[src/rtl/microsequencer_pkg.sv]
// microsequencer_pkg
//   Shared definitions for the microsequencer:
//   - next-address mode encodings (N field)
//   - COND flag bit indices
//   - control-word field bit positions
//   Configuration macro: USEQ_RETURN_REG_EN (one-level call/return register).
package microsequencer_pkg;

  typedef enum logic [2:0] {
    N_DISPATCH = 3'b000,  // ENC_ADDR
    N_SEQ      = 3'b001,  // STATE+1
    N_JUMP     = 3'b010,  // CR
    N_CJUMP    = 3'b011,  // T ? CR : INC
    N_CDISP    = 3'b100,  // T ? CR : ENC_ADDR
    N_WAIT     = 3'b101,  // T ? INC : hold
    N_CALL     = 3'b110,  // RET <= INC, CR
    N_RET      = 3'b111   // RET
  } n_mode_e;

  localparam int COND_MOC       = 0;
  localparam int COND_PASS      = 1;
  localparam int COND_Z         = 2;
  localparam int COND_N         = 3;
  localparam int COND_C         = 4;
  localparam int COND_V         = 5;
  localparam int COND_LSM_DONE  = 6;
  localparam int COND_TRUE      = 7;

  localparam int CW_N_HI   = 58;
  localparam int CW_N_LO   = 56;
  localparam int CW_INV    = 55;
  localparam int CW_S_HI   = 53;
  localparam int CW_S_LO   = 51;
  localparam int CW_CR_HI  = 42;
  localparam int CW_CR_LO  = 35;

endpackage

[src/rtl/microsequencer_if.sv]
// microsequencer_if
//   Control-word / status bundle between the control store and the sequencer.
//   master: drives the control-word fields, encoder address, flags and STALL.
//   slave : the sequencer; returns STATE (ROM address) and TAKEN.
interface microsequencer_if #(
  parameter int ADDR_W = 8,
  parameter int NCOND  = 8
);
  localparam int S_W = $clog2(NCOND);

  logic [2:0]        N;
  logic              INV;
  logic [S_W-1:0]    S;
  logic [ADDR_W-1:0] CR;
  logic [ADDR_W-1:0] ENC_ADDR;
  logic [NCOND-1:0]  COND;
  logic              STALL;
  logic [ADDR_W-1:0] STATE;
  logic              TAKEN;

  modport master (
    output N, INV, S, CR, ENC_ADDR, COND, STALL,
    input  STATE, TAKEN
  );

  modport slave (
    input  N, INV, S, CR, ENC_ADDR, COND, STALL,
    output STATE, TAKEN
  );
endinterface

[src/rtl/useq_next_sel.sv]
// useq_next_sel
//   Combinational test-bit and next-address multiplexer.
//   Inputs : n_i (mode), inv_i, s_i (condition select), cr_i, enc_addr_i,
//            cond_i, state_i (current address), ret_i (macro only)
//   Outputs: next_o (selected address), taken_o (non-sequential target),
//            call_o (save INC into RET; macro only)
//   Macro USEQ_RETURN_REG_EN: enables call/return; otherwise CALL acts as
//   JUMP and RET acts as DISPATCH.
module useq_next_sel
  import microsequencer_pkg::*;
#(
  parameter int ADDR_W = 8,
  parameter int NCOND  = 8,
  parameter int S_W    = $clog2(NCOND)
) (
  input  logic [2:0]        n_i,
  input  logic              inv_i,
  input  logic [S_W-1:0]    s_i,
  input  logic [ADDR_W-1:0] cr_i,
  input  logic [ADDR_W-1:0] enc_addr_i,
  input  logic [NCOND-1:0]  cond_i,
  input  logic [ADDR_W-1:0] state_i,
`ifdef USEQ_RETURN_REG_EN
  input  logic [ADDR_W-1:0] ret_i,
  output logic              call_o,
`endif
  output logic [ADDR_W-1:0] next_o,
  output logic              taken_o
);

  logic              t;
  logic [ADDR_W-1:0] inc;

  assign t   = cond_i[s_i] ^ inv_i;
  assign inc = state_i + ADDR_W'(1);  // wraps naturally at 2^ADDR_W

  always_comb begin
    next_o  = state_i;
    taken_o = 1'b0;
`ifdef USEQ_RETURN_REG_EN
    call_o  = 1'b0;
`endif
    case (n_mode_e'(n_i))
      N_DISPATCH: begin next_o = enc_addr_i; taken_o = 1'b1; end
      N_SEQ:      begin next_o = inc; end
      N_JUMP:     begin next_o = cr_i; taken_o = 1'b1; end
      N_CJUMP:    begin next_o = t ? cr_i : inc; taken_o = t; end
      N_CDISP:    begin next_o = t ? cr_i : enc_addr_i; taken_o = 1'b1; end
      N_WAIT:     begin next_o = t ? inc : state_i; end
`ifdef USEQ_RETURN_REG_EN
      N_CALL:     begin next_o = cr_i; taken_o = 1'b1; call_o = 1'b1; end
      N_RET:      begin next_o = ret_i; taken_o = 1'b1; end
`else
      N_CALL:     begin next_o = cr_i; taken_o = 1'b1; end
      N_RET:      begin next_o = enc_addr_i; taken_o = 1'b1; end
`endif
      default:    begin next_o = state_i; end
    endcase
  end

endmodule

[src/rtl/microsequencer.sv]
// microsequencer
//   Microprogram sequencer: owns STATE (control ROM address), TAKEN and the
//   one-level return register RET.
//   Ports: CLK, RESET (synchronous, active high, wins over STALL),
//          bus (microsequencer_if.slave: control-word fields, ENC_ADDR,
//          COND, STALL in; STATE, TAKEN out).
//   Macro USEQ_RETURN_REG_EN: when defined, RET exists and N=110/111 are
//   call/return; when undefined they behave as jump/dispatch.
module microsequencer
  import microsequencer_pkg::*;
#(
  parameter int ADDR_W = 8,
  parameter int NCOND  = 8
) (
  input  logic           CLK,
  input  logic           RESET,
  microsequencer_if.slave bus
);

  localparam int S_W = $clog2(NCOND);

  logic [ADDR_W-1:0] state_q, state_d;
  logic              taken_q, taken_d;
`ifdef USEQ_RETURN_REG_EN
  logic [ADDR_W-1:0] ret_q;
  logic              call;
`endif

  useq_next_sel #(
    .ADDR_W (ADDR_W),
    .NCOND  (NCOND),
    .S_W    (S_W)
  ) u_next_sel (
    .n_i        (bus.N),
    .inv_i      (bus.INV),
    .s_i        (bus.S),
    .cr_i       (bus.CR),
    .enc_addr_i (bus.ENC_ADDR),
    .cond_i     (bus.COND),
    .state_i    (state_q),
`ifdef USEQ_RETURN_REG_EN
    .ret_i      (ret_q),
    .call_o     (call),
`endif
    .next_o     (state_d),
    .taken_o    (taken_d)
  );

  always_ff @(posedge CLK) begin
    if (RESET) begin
      state_q <= '0;
      taken_q <= 1'b0;
`ifdef USEQ_RETURN_REG_EN
      ret_q   <= '0;
`endif
    end else if (!bus.STALL) begin
      state_q <= state_d;
      taken_q <= taken_d;
`ifdef USEQ_RETURN_REG_EN
      if (call) ret_q <= state_q + ADDR_W'(1);
`endif
    end
  end

  assign bus.STATE = state_q;
  assign bus.TAKEN = taken_q;

endmodule

[src/flat_wrapper.sv]
// flat-port wrapper written by rule: the top's interface ports become plain ports
module microsequencer_flat import microsequencer_pkg::*;
#(
  parameter int ADDR_W = 8,
  parameter int NCOND  = 8
)
  (CLK, RESET, bus_N, bus_INV, bus_S, bus_CR, bus_ENC_ADDR, bus_COND, bus_STALL, bus_STATE, bus_TAKEN);
  microsequencer_if #(.ADDR_W(ADDR_W), .NCOND(NCOND)) bus_i ();
  input  logic CLK;
  input  logic RESET;
  input wire logic [$bits(bus_i.N)-1:0] bus_N;
  input wire logic [$bits(bus_i.INV)-1:0] bus_INV;
  input wire logic [$bits(bus_i.S)-1:0] bus_S;
  input wire logic [$bits(bus_i.CR)-1:0] bus_CR;
  input wire logic [$bits(bus_i.ENC_ADDR)-1:0] bus_ENC_ADDR;
  input wire logic [$bits(bus_i.COND)-1:0] bus_COND;
  input wire logic [$bits(bus_i.STALL)-1:0] bus_STALL;
  output wire logic [$bits(bus_i.STATE)-1:0] bus_STATE;
  output wire logic [$bits(bus_i.TAKEN)-1:0] bus_TAKEN;
  assign bus_i.N = bus_N;
  assign bus_i.INV = bus_INV;
  assign bus_i.S = bus_S;
  assign bus_i.CR = bus_CR;
  assign bus_i.ENC_ADDR = bus_ENC_ADDR;
  assign bus_i.COND = bus_COND;
  assign bus_i.STALL = bus_STALL;
  assign bus_STATE = bus_i.STATE;
  assign bus_TAKEN = bus_i.TAKEN;
  microsequencer #(.ADDR_W(ADDR_W), .NCOND(NCOND)) u_core (.CLK(CLK), .RESET(RESET), .bus(bus_i));
endmodule
[config.mk]
export PLATFORM = sky130hd
export DESIGN_NAME = microsequencer_flat
export DESIGN_NICKNAME = d
export VERILOG_FILES = /design/src/rtl/microsequencer_pkg.sv /design/src/rtl/microsequencer_if.sv /design/src/rtl/useq_next_sel.sv /design/src/rtl/microsequencer.sv /design/src/flat_wrapper.sv
export SDC_FILE = /design/constraint.sdc
export NUM_CORES = 1
export LEC_CHECK = 0
export ABC_AREA = 1
export CAP_MARGIN = 0
export CORE_MARGIN = 1
export CORE_UTILIZATION = 45
export CTS_CLUSTER_DIAMETER = 120
export CTS_CLUSTER_SIZE = 28
export DETAILED_ROUTE_END_ITERATION = 7
export GPL_TIMING_DRIVEN = 0
export PLACE_DENSITY = 0.95
export SLEW_MARGIN = 20
export SYNTH_ARGS = -nofsm -noshare
export SYNTH_HDL_FRONTEND = slang
export SYNTH_SLANG_ARGS = --single-unit
[constraint.sdc]
create_clock -name CLK -period 3.27 [get_ports CLK]
set_clock_uncertainty 0.05 [all_clocks]
set_input_delay 0.654 -clock CLK [delete_from_list [all_inputs] [get_ports CLK]]
set_output_delay 0.654 -clock CLK [all_outputs]
set_load 0.005 [all_outputs]
==> flow_summary.toml <==
[status]
status = "completed"

[timing]
setup_viol = 0
worstMarginPinSlew_ps = 208
finalCriticalPeriod_ps = 2250
setup_tns_ps = 0
slew_viol_final = 0
timing.final.hold_violations = 0
rsz0062_at_grt = "false"
slew_headroom_pct = 86.1
timing.final.crit_share_pct = 68.9
max_freq_mhz = 444

[drt]
num_vias = 1242
dr.pass1.iters = 4
viasPerCell = 4.72
routedWlPerCell_um = 9.50
antenna_left = 0
drtIter0Drc = 30
wl_um = 2500
drc = 0

[global_routing]
busiest_layer = "met2"
gr-usage-met2_pct = 38.8
grt.met1_usage_pct = 27.6
grt_pass1_wl_um = 4260
grt_overflow_total = 0
grtUsageMet3_pct = 1.87
gr-usage-all-layers_pct = 22.2
grt_max_degree = 11
grt_pass1_vias = 1078
antenna_found_initial = 0

[floorplan]
start_util_pct = 49.3
coreArea_mm2 = 0.00204
dieHeight_um = 49.3
die_area_mm2 = 0.00243
fp-row-count = 16
ios = 43
die_w_um = 49.3

[cts]
h-tree-depth = 1
worst_skew_pair.late_latency_ps = 260
post_cts_resized = 0
cts_tree = "yes"
cts-root-buf = "clkbuf_4"
numCtsBuffers = 3
clock-sinks = 9
cts_hold_buf = 0
cts_max_path_buffers = 2
cts_setup_buffers = 0
clkTransAtPathRegs_ps = 50

[yosys]
avgSynthCellArea_um2 = 5.30
syn_area_mm2 = 0.00101
ys_seq_area_share_pct = 17.9
synth-seq-cells = 9
synth.distinct_cells = 21
yosysWarnings = 0
synth_fp_nets = 225
synthCells = 190

[final_layout]
design_area_mm2 = 0.00149
nets = 272
multi_input_area_um2 = 662
seq_area_um2 = 180
synthToLayoutAreaGrowth_pct = 47.7
diodes = 0
fill_cells = 174
drive_gt1_share_pct = 6.78

[place]
postPlaceCellArea_mm2 = 0.00146
gp_congestion = 0.892
numPortBuffers = 42
hpwl_um = 2050

[power_and_ir_drop]
cellPowerDensity_mw_per_mm2 = 251
peakVddDrop_mv = 0.284
p_leak_nw = 0.762

[setup_path]
cp_common_cell = "nand2_1"
cp.required_ps = 3370
crit_fanout = 5
critical_path.endpoint_type = "register"
worst_path_largest_cell_delay_ps = 570
crit_arrival_ps = 2350
slowest_stage = "clkdlybuf4s50_1"
crit_path_start = "bus_S[0]"
worst_setup_path_start_kind = "input pin"
crit-reg2reg-launch = "u_core.bus.STATE[0]"
path_cells = "clkdlybuf4s50_1 -> inv_2 -> nand2_1 -> nand3_1 -> nand3_2 -> nand3_1 -> nand3_1 -> nand2_1 -> nand2_1 -> nand2_1 -> nor2_1 -> nor2_1"
path_class = "input pin to register"

[run]
max_cap_viol_count = 0

[worst_hold_path]
worstHoldPathType = "register to register"
worstHoldStart = "u_core.bus.TAKEN"
-- layout by cell type, fill, tap and decap left out, types with 5 or more instances in the layout --
| cell type | netlist | layout |
|---|---|---|
| inv_1 | 38 | 38 |
| nor2_1 | 32 | 32 |
| xor2_1 | 5 | 5 |
| nand2_2 | 5 | 5 |
| dfxtp_1 | 9 | 9 |
| o21ai_0 | 10 | 10 |
| clkdlybuf4s50_1 | 0 | 42 |
| nand3_1 | 17 | 17 |
| nand2_1 | 53 | 53 |
| a21oi_1 | 5 | 5 |
-- synthesized netlist by cell type, drive strengths merged --
cell     n  share of area, %
nand3   20                11
nor2    34                13
buf      2               1.9
ha       1               1.2
o211ai   1              0.75
nand2   58                23
nand3b   2               1.5
a22oi    1              0.75
nand4    1              0.62
a21boi   1              0.75
dfxtp    9                18
xor2     5               4.3
inv     39                15
xnor2    1              0.87
o21ai   10               5.0
a21oi    5               2.5
-- report_power, final --
| part | switching (W) | internal [W] | total, W |
|---|---|---|---|
| clock | 0.0000366 | 0.0000469 | 0.0000834 |
| combinational | 0.0000766 | 0.0000846 | 0.000161 |
| sequential | 0.0000102 | 0.000119 | 0.000129 |
| total | 0.000123 | 0.000250 | 0.000374 |
-- worst paths after layout --
| kind | to | slack (ps) | cells after the start |
|---|---|---|---|
| worst max-delay path | u_core.bus.STATE[5] | 1020 | 12 |
| worst min-delay path | u_core.bus.TAKEN | 460 | 2 |
| worst max register to register | u_core.bus.STATE[4] | 1690 | 10 |
| worst min register to register | u_core.bus.TAKEN | 460 | 2 |
-- metal layers --
| layer | share of wire, % | up-vias |
|---|---|---|
| met2 | 47 | 32 |
| li1 | - | 672 |
| met5 | 0 | - |
| met4 | 0.92 | 0 |
| met3 | 4.6 | 2 |
| met1 | 48 | 536 |
-- final cells by class --
class / count / area share [%]
multi-input cells: 140 / 44.5
repair buffers: 42 / 28.3
flip-flops and latches: 9 / 12.1
inverters: 39 / 9.84
well taps: 27 / 2.27
clock buffers: 4 / 1.77
plain buffers: 2 / 1.26
-- worst max-delay path, delay by kind of cell --
family,cells,cell delay (ps)
buffers and inverters,2,650
AND/OR/NAND/NOR,10,1050
-- cells by family after synthesis --
kind of cell / Yosys count / synth area share [%]
xor+xnor: 6 / 5.22
flops: 9 / 17.9
compound gates: 18 / 9.69
fa+ha+maj: 1 / 1.24
buf+inv: 41 / 16.4
simple gates: 115 / 49.6
-- through the flow --
step,total power (W),hold slack (ps),worst slack (ps),utilization [%],cells
finish,0.000374,463,1020,72.9,263
global route,0.000405,486,758,72.9,263
CTS,0.000377,464,1030,72.9,263
detailed placement,0.000291,446,762,71.6,259
global placement,0.000288,436,822,71.6,259
floorplan,0.000213,432,1560,-,190
-- flip-flops by register name, indices dropped and copies added (netlist names) --
signal / count
u_core.bus.STATE: 8
u_core.bus.TAKEN: 1
Note: power is estimated with default switching activity, not from simulation.
